File: src/rtl/char_ram_writer.sv
// Write-side front end for the character display RAM: ASCII valid/ready stream in, cursor-addressed writes out.
// Optional build macro CHAR_WRITER_AUTO_CLEAR_EN: run one clear sweep automatically after reset release.
module char_ram_writer #(
  parameter int         COLS       = 80,
  parameter int         ROWS       = 30,
  parameter int         ADDR_WIDTH = 12,
  parameter int         DATA_WIDTH = 8,
  parameter logic [7:0] CLEAR_CHAR = 8'h20,
  localparam int        COL_W      = (COLS > 1) ? $clog2(COLS) : 1,
  localparam int        ROW_W      = (ROWS > 1) ? $clog2(ROWS) : 1
) (
  input  logic                  clk,
  input  logic                  rst_n,
  input  logic                  s_valid,
  output logic                  s_ready,
  input  logic [7:0]            s_data,
  input  logic                  clr_req,
  output logic                  we,
  output logic [ADDR_WIDTH-1:0] waddr,
  output logic [DATA_WIDTH-1:0] wdata,
  output logic [COL_W-1:0]      cur_col,
  output logic [ROW_W-1:0]      cur_row,
  output logic                  busy,
  output logic                  dbg_state
);

  localparam logic [COL_W-1:0]      COL_LAST  = COL_W'(COLS - 1);
  localparam logic [ROW_W-1:0]      ROW_LAST  = ROW_W'(ROWS - 1);
  localparam logic [ADDR_WIDTH-1:0] ROW_STEP  = ADDR_WIDTH'(COLS);
  localparam logic [ADDR_WIDTH-1:0] ADDR_LAST = ADDR_WIDTH'(COLS * ROWS - 1);
  localparam logic [DATA_WIDTH-1:0] CLR_WORD  = DATA_WIDTH'(CLEAR_CHAR);

  typedef enum logic {S_IDLE = 1'b0, S_CLEAR = 1'b1} state_t;

  state_t                  state_q, state_d;
  logic                    we_q, we_d;
  logic [ADDR_WIDTH-1:0]   waddr_q, waddr_d;
  logic [DATA_WIDTH-1:0]   wdata_q, wdata_d;
  logic [COL_W-1:0]        col_q, col_d;
  logic [ROW_W-1:0]        row_q, row_d;
  logic [ADDR_WIDTH-1:0]   row_base_q, row_base_d;
  logic                    clr_go, accept, printable, line_adv;

`ifdef CHAR_WRITER_AUTO_CLEAR_EN
  logic auto_q;
  always_ff @(posedge clk or negedge rst_n) begin
    if (!rst_n) auto_q <= 1'b1;
    else        auto_q <= 1'b0;
  end
  assign clr_go = clr_req | auto_q;
`else
  assign clr_go = clr_req;
`endif

  // Handshake: a byte transfers on a rising edge where s_valid & s_ready; s_ready never depends on s_valid.
  assign s_ready   = (state_q == S_IDLE) & ~clr_go;
  assign accept    = s_valid & s_ready;
  assign printable = (s_data >= 8'h20) && (s_data <= 8'h7E);

  always_comb begin
    state_d    = state_q;
    we_d       = 1'b0;
    waddr_d    = waddr_q;
    wdata_d    = wdata_q;
    col_d      = col_q;
    row_d      = row_q;
    row_base_d = row_base_q;
    line_adv   = 1'b0;
    case (state_q)
      S_IDLE: begin
        if (clr_go || (accept && s_data == 8'h0C)) begin
          state_d = S_CLEAR;
          we_d    = 1'b1;
          waddr_d = '0;
          wdata_d = CLR_WORD;
        end else if (accept) begin
          if (printable) begin
            we_d    = 1'b1;
            waddr_d = row_base_q + ADDR_WIDTH'(col_q);
            wdata_d = DATA_WIDTH'(s_data);
            if (col_q == COL_LAST) begin
              col_d    = '0;
              line_adv = 1'b1;
            end else begin
              col_d = col_q + COL_W'(1);
            end
          end else begin
            case (s_data)
              8'h0A: begin
                col_d    = '0;
                line_adv = 1'b1;
              end
              8'h0D: col_d = '0;
              8'h08: if (col_q != '0) col_d = col_q - COL_W'(1);
              default: ;
            endcase
          end
          // Row base tracks row*COLS incrementally so the address path needs no multiplier.
          if (line_adv) begin
            if (row_q == ROW_LAST) begin
              row_d      = '0;
              row_base_d = '0;
            end else begin
              row_d      = row_q + ROW_W'(1);
              row_base_d = row_base_q + ROW_STEP;
            end
          end
        end
      end
      S_CLEAR: begin
        if (waddr_q == ADDR_LAST) begin
          state_d    = S_IDLE;
          col_d      = '0;
          row_d      = '0;
          row_base_d = '0;
        end else begin
          we_d    = 1'b1;
          waddr_d = waddr_q + ADDR_WIDTH'(1);
        end
      end
      default: state_d = S_IDLE;
    endcase
  end

  always_ff @(posedge clk or negedge rst_n) begin
    if (!rst_n) begin
      state_q    <= S_IDLE;
      we_q       <= 1'b0;
      waddr_q    <= '0;
      wdata_q    <= '0;
      col_q      <= '0;
      row_q      <= '0;
      row_base_q <= '0;
    end else begin
      state_q    <= state_d;
      we_q       <= we_d;
      waddr_q    <= waddr_d;
      wdata_q    <= wdata_d;
      col_q      <= col_d;
      row_q      <= row_d;
      row_base_q <= row_base_d;
    end
  end

  assign we        = we_q;
  assign waddr     = waddr_q;
  assign wdata     = wdata_q;
  assign cur_col   = col_q;
  assign cur_row   = row_q;
  assign busy      = (state_q == S_CLEAR);
  assign dbg_state = state_q;

endmodule

File: config.mk
export PLATFORM = sky130hd
export DESIGN_NAME = char_ram_writer
export DESIGN_NICKNAME = d
export VERILOG_FILES = /design/src/rtl/char_ram_writer.sv
export SDC_FILE = /design/constraint.sdc
export NUM_CORES = 1
export LEC_CHECK = 0
export CAP_MARGIN = 5
export CORE_MARGIN = 3
export CORE_UTILIZATION = 53
export DETAILED_ROUTE_END_ITERATION = 8
export PLACE_DENSITY = 0.8
export SLEW_MARGIN = 20
export SYNTH_ARGS = -nofsm -noshare
export SYNTH_HDL_FRONTEND = slang
export SYNTH_SLANG_ARGS = --single-unit
File: constraint.sdc
create_clock -name clk -period 3.7 [get_ports clk]
set_clock_uncertainty 0.15 [all_clocks]
set_input_delay 1.11 -clock clk [delete_from_list [all_inputs] [get_ports clk]]
set_output_delay 1.11 -clock clk [all_outputs]
set_load 0.01 [all_outputs]
==> results.toml, run 1 <==
[clock_network]
cts.path.max_buffers = 2
cts.sinks = 42
clk_latency_ns = 0.29
ctsRootBufferMaster = "clkbuf_8"
clk_pin_slew_ns = 0.08
cts_hold_buf = 0
cts_tree = "built"
htreeDepth = 2
cts_made_buffers = 5

[placed_design]
globalplace.congestion = 0.9033
portBuffers = 47
place_inst = 407
pre_cts_slack_ns = -0.03392
dpl_cell_area_um2 = 3311
hpwlAfterDp_um = 5116

[timing]
period_minus_slack_ns = 3.465
rsz0062_at_grt = "no"
worst_pin_slew_ns = 0.9438
timing.hold.ws_ns = 0.3461
finalHoldViolCount = 0
finalCritPeriodShare_pct = 93.64
layout_setup_ws_ns = 0.2351
drv_slew = 0
setup_viol = 0
clock.fmax_mhz = 288.6
max-slew-margin-rel_pct = 37.08

[grt]
grt_pass1_vias = 2496
grt_antenna_before_repair = 0
grt_pass1_wl_um = 12060
grt_use_total_pct = 24.53
overflow = 0
grt_max_degree = 43

[layout]
area_growth_pct = 25.69
drive_gt1_share_pct = 9.770
final_cell_mix = "clkdlybuf4s50_1, dfrtp_1, nor2_1, o21ai_0, nand2_1"
nNetsFinal = 368
stdcell_area_um2 = 3416
fin_cells = 415
multi_input_area_um2 = 1579
regArea_um2 = 1051
nFillCells = 387
antenna_cells = 0
mostFrequentLayoutCell = "clkdlybuf4s50_1"

[floorplan]
rows = 25
core_area_um2 = 4848
die_width_um = 77.61
die_area_um2 = 6023
start_util_pct = 56.05
die_h_um = 77.61
ios = 48

[pwr]
ir_drop_mv = 0.2108
design_power_total_mw = 1.375
p_per_area_nw_per_um2 = 402.5
p_leak_nw = 1.435

[setup_path]
worstPathArrival_ns = 2.20
critPathMaxStageDelay_ns = 0.43
path_cells = "clkdlybuf4s50_1 -> or2_2 -> inv_1 -> dlygate4sd2_1"
cpMaxStageDelayCell = "clkdlybuf4s50_1"
crit_end = "s_ready"
r2r_end = "cur_col[2]$_DFFE_PN0P_"
crit_start = "clr_req"
reg2regPathDepth = 7
cp_max_fo = 2
cp-start-kind = "primary input"
r2r_slack_ns = 0.92
worst_ep_required_time_ns = 2.44
worstSetupEndpointType = "output port"
path_class = "primary input to output port"
r2r-start = "waddr[0]$_DFFE_PN0P_"

[synthesis]
seq_area_frac_synth_pct = 38.67
postSynthAreaPerCell_um2 = 9.275
async_reset_ff_share_pct = 100.0
yosysUniqueCellTypes = 60
synth_edf_count = 0
yosysWarningCount = 0
syn-num-nets = 314
synth_area_um2 = 2718
synthFlopType = "dfrtp_1"
syn_inst = 293
yosys-top-cells-area = "dfrtp_1, ha_1, o21ai_0, o31ai_1, xnor2_1"
ys_seq_elements = 42
synth_top_area_cell = "dfrtp_1"
synth_top_cell_area_share_pct = 38.67

[detailed_routing]
routed_via_density = 6.217
post_drt_wl_per_cell_um = 17.08
vias = 2580
ant_nets = 0
drt_first_pass_iters = 4
drtIter0Drc = 182
finalWirelength_um = 7089
route.detailed.drc = 0

[flow_run]
max_cap_violations = 0

[hold_path]
hold_depth = 1
hold_path_class = "flip-flop to flip-flop"

[outcome]
status = "finished, final reports clean"
[synth_stat cells, drive strengths merged, types with 6 or more instances]
cell	count
a221o	7
a22o	9
and2	6
clkbuf	10
dfrtp	42
ha	9
inv	9
nand2	20
nand3	19
nor2	22
nor3	6
nor4	7
o21ai	23
o31ai	14
xnor2	11
[through the flow]
stage | TNS, ns | utilization (%)
after floorplan | 0 | -
after global placement | -0.006006 | 68.28
after detailed placement | -0.03392 | 68.28
after CTS | 0 | 70.45
after global routing | 0 | 70.45
final | 0 | 70.45
[worst max-delay path, delay by kind of cell]
| kind | cells | cell delay (ns) |
|---|---|---|
| buffers and inverters | 3 | 0.80 |
| and+or+nand+nor | 1 | 0.29 |
[sequential cells by signal, indices dropped and copies added (netlist names)]
| name | flops |
|---|---|
| cur_col | 7 |
| cur_row | 5 |
| waddr | 12 |
| we | 1 |
| row_base_q | 8 |
| wdata | 8 |
| busy | 1 |
[metal layers]
layer	GRT usage, %	part of all wire [%]	vias up
met5	0	0	-
met4	8.897	0.96	0
met3	3.828	4.2	8
met2	38.96	47	73
met1	33.73	47	1267
li1	-	-	1232
[how the worst min path moves through the flow]
stage	slack, ns	to	start
after CTS	0.35	wdata[7]$_DFFE_PN0P_	wdata[7]$_DFFE_PN0P_
final	0.35	wdata[7]$_DFFE_PN0P_	wdata[7]$_DFFE_PN0P_
after global routing	0.37	wdata[3]$_DFFE_PN0P_	wdata[3]$_DFFE_PN0P_
after global placement	0.33	wdata[7]$_DFFE_PN0P_	wdata[7]$_DFFE_PN0P_
after floorplan	0.32	row_base_q[11]$_DFFE_PN0P_	row_base_q[11]$_DFFE_PN0P_
after detailed placement	0.34	wdata[7]$_DFFE_PN0P_	wdata[7]$_DFFE_PN0P_
[cell type report]
type | count | share of cell area (%)
well taps | 67 | 2.454
clock buffers | 7 | 2.234
multi-input cells | 229 | 46.23
clock inverters | 1 | 0.8791
flip-flops and latches | 42 | 30.77
repair buffers | 60 | 16.45
inverters | 9 | 0.9890
[timing repair]
action	CTS	global route
gates resized for setup	1	0
endpoints found under the setup margin	1	0
setup buffers	0	0
[kinds of logic (layout without fill, tap and decap cells)]
| kind of cell | after synthesis | count (layout) | share of synthesized area [%] |
|---|---|---|---|
| compound gates | 92 | 92 | 24.95 |
| xor+xnor | 14 | 14 | 4.512 |
| fa+ha+maj | 9 | 9 | 4.144 |
| buf+inv | 22 | 77 | 3.223 |
| flops | 42 | 42 | 38.67 |
| mux | 7 | 7 | 2.762 |
| simple gates | 107 | 107 | 21.73 |
[where the power goes]
group	switching, mW	leakage (nW)	internal, mW
logic	0.168	0.850	0.229
clock network	0.158	0.0524	0.202
registers	0.101	0.532	0.518
Power figures use the tool's default switching activity.
==> run 2, diff against run 1 <==
Settings changed: SLEW_MARGIN 20 to default.
==> results of run 2 <==
Final layout, timing and power as in run 1 (identical DEF).
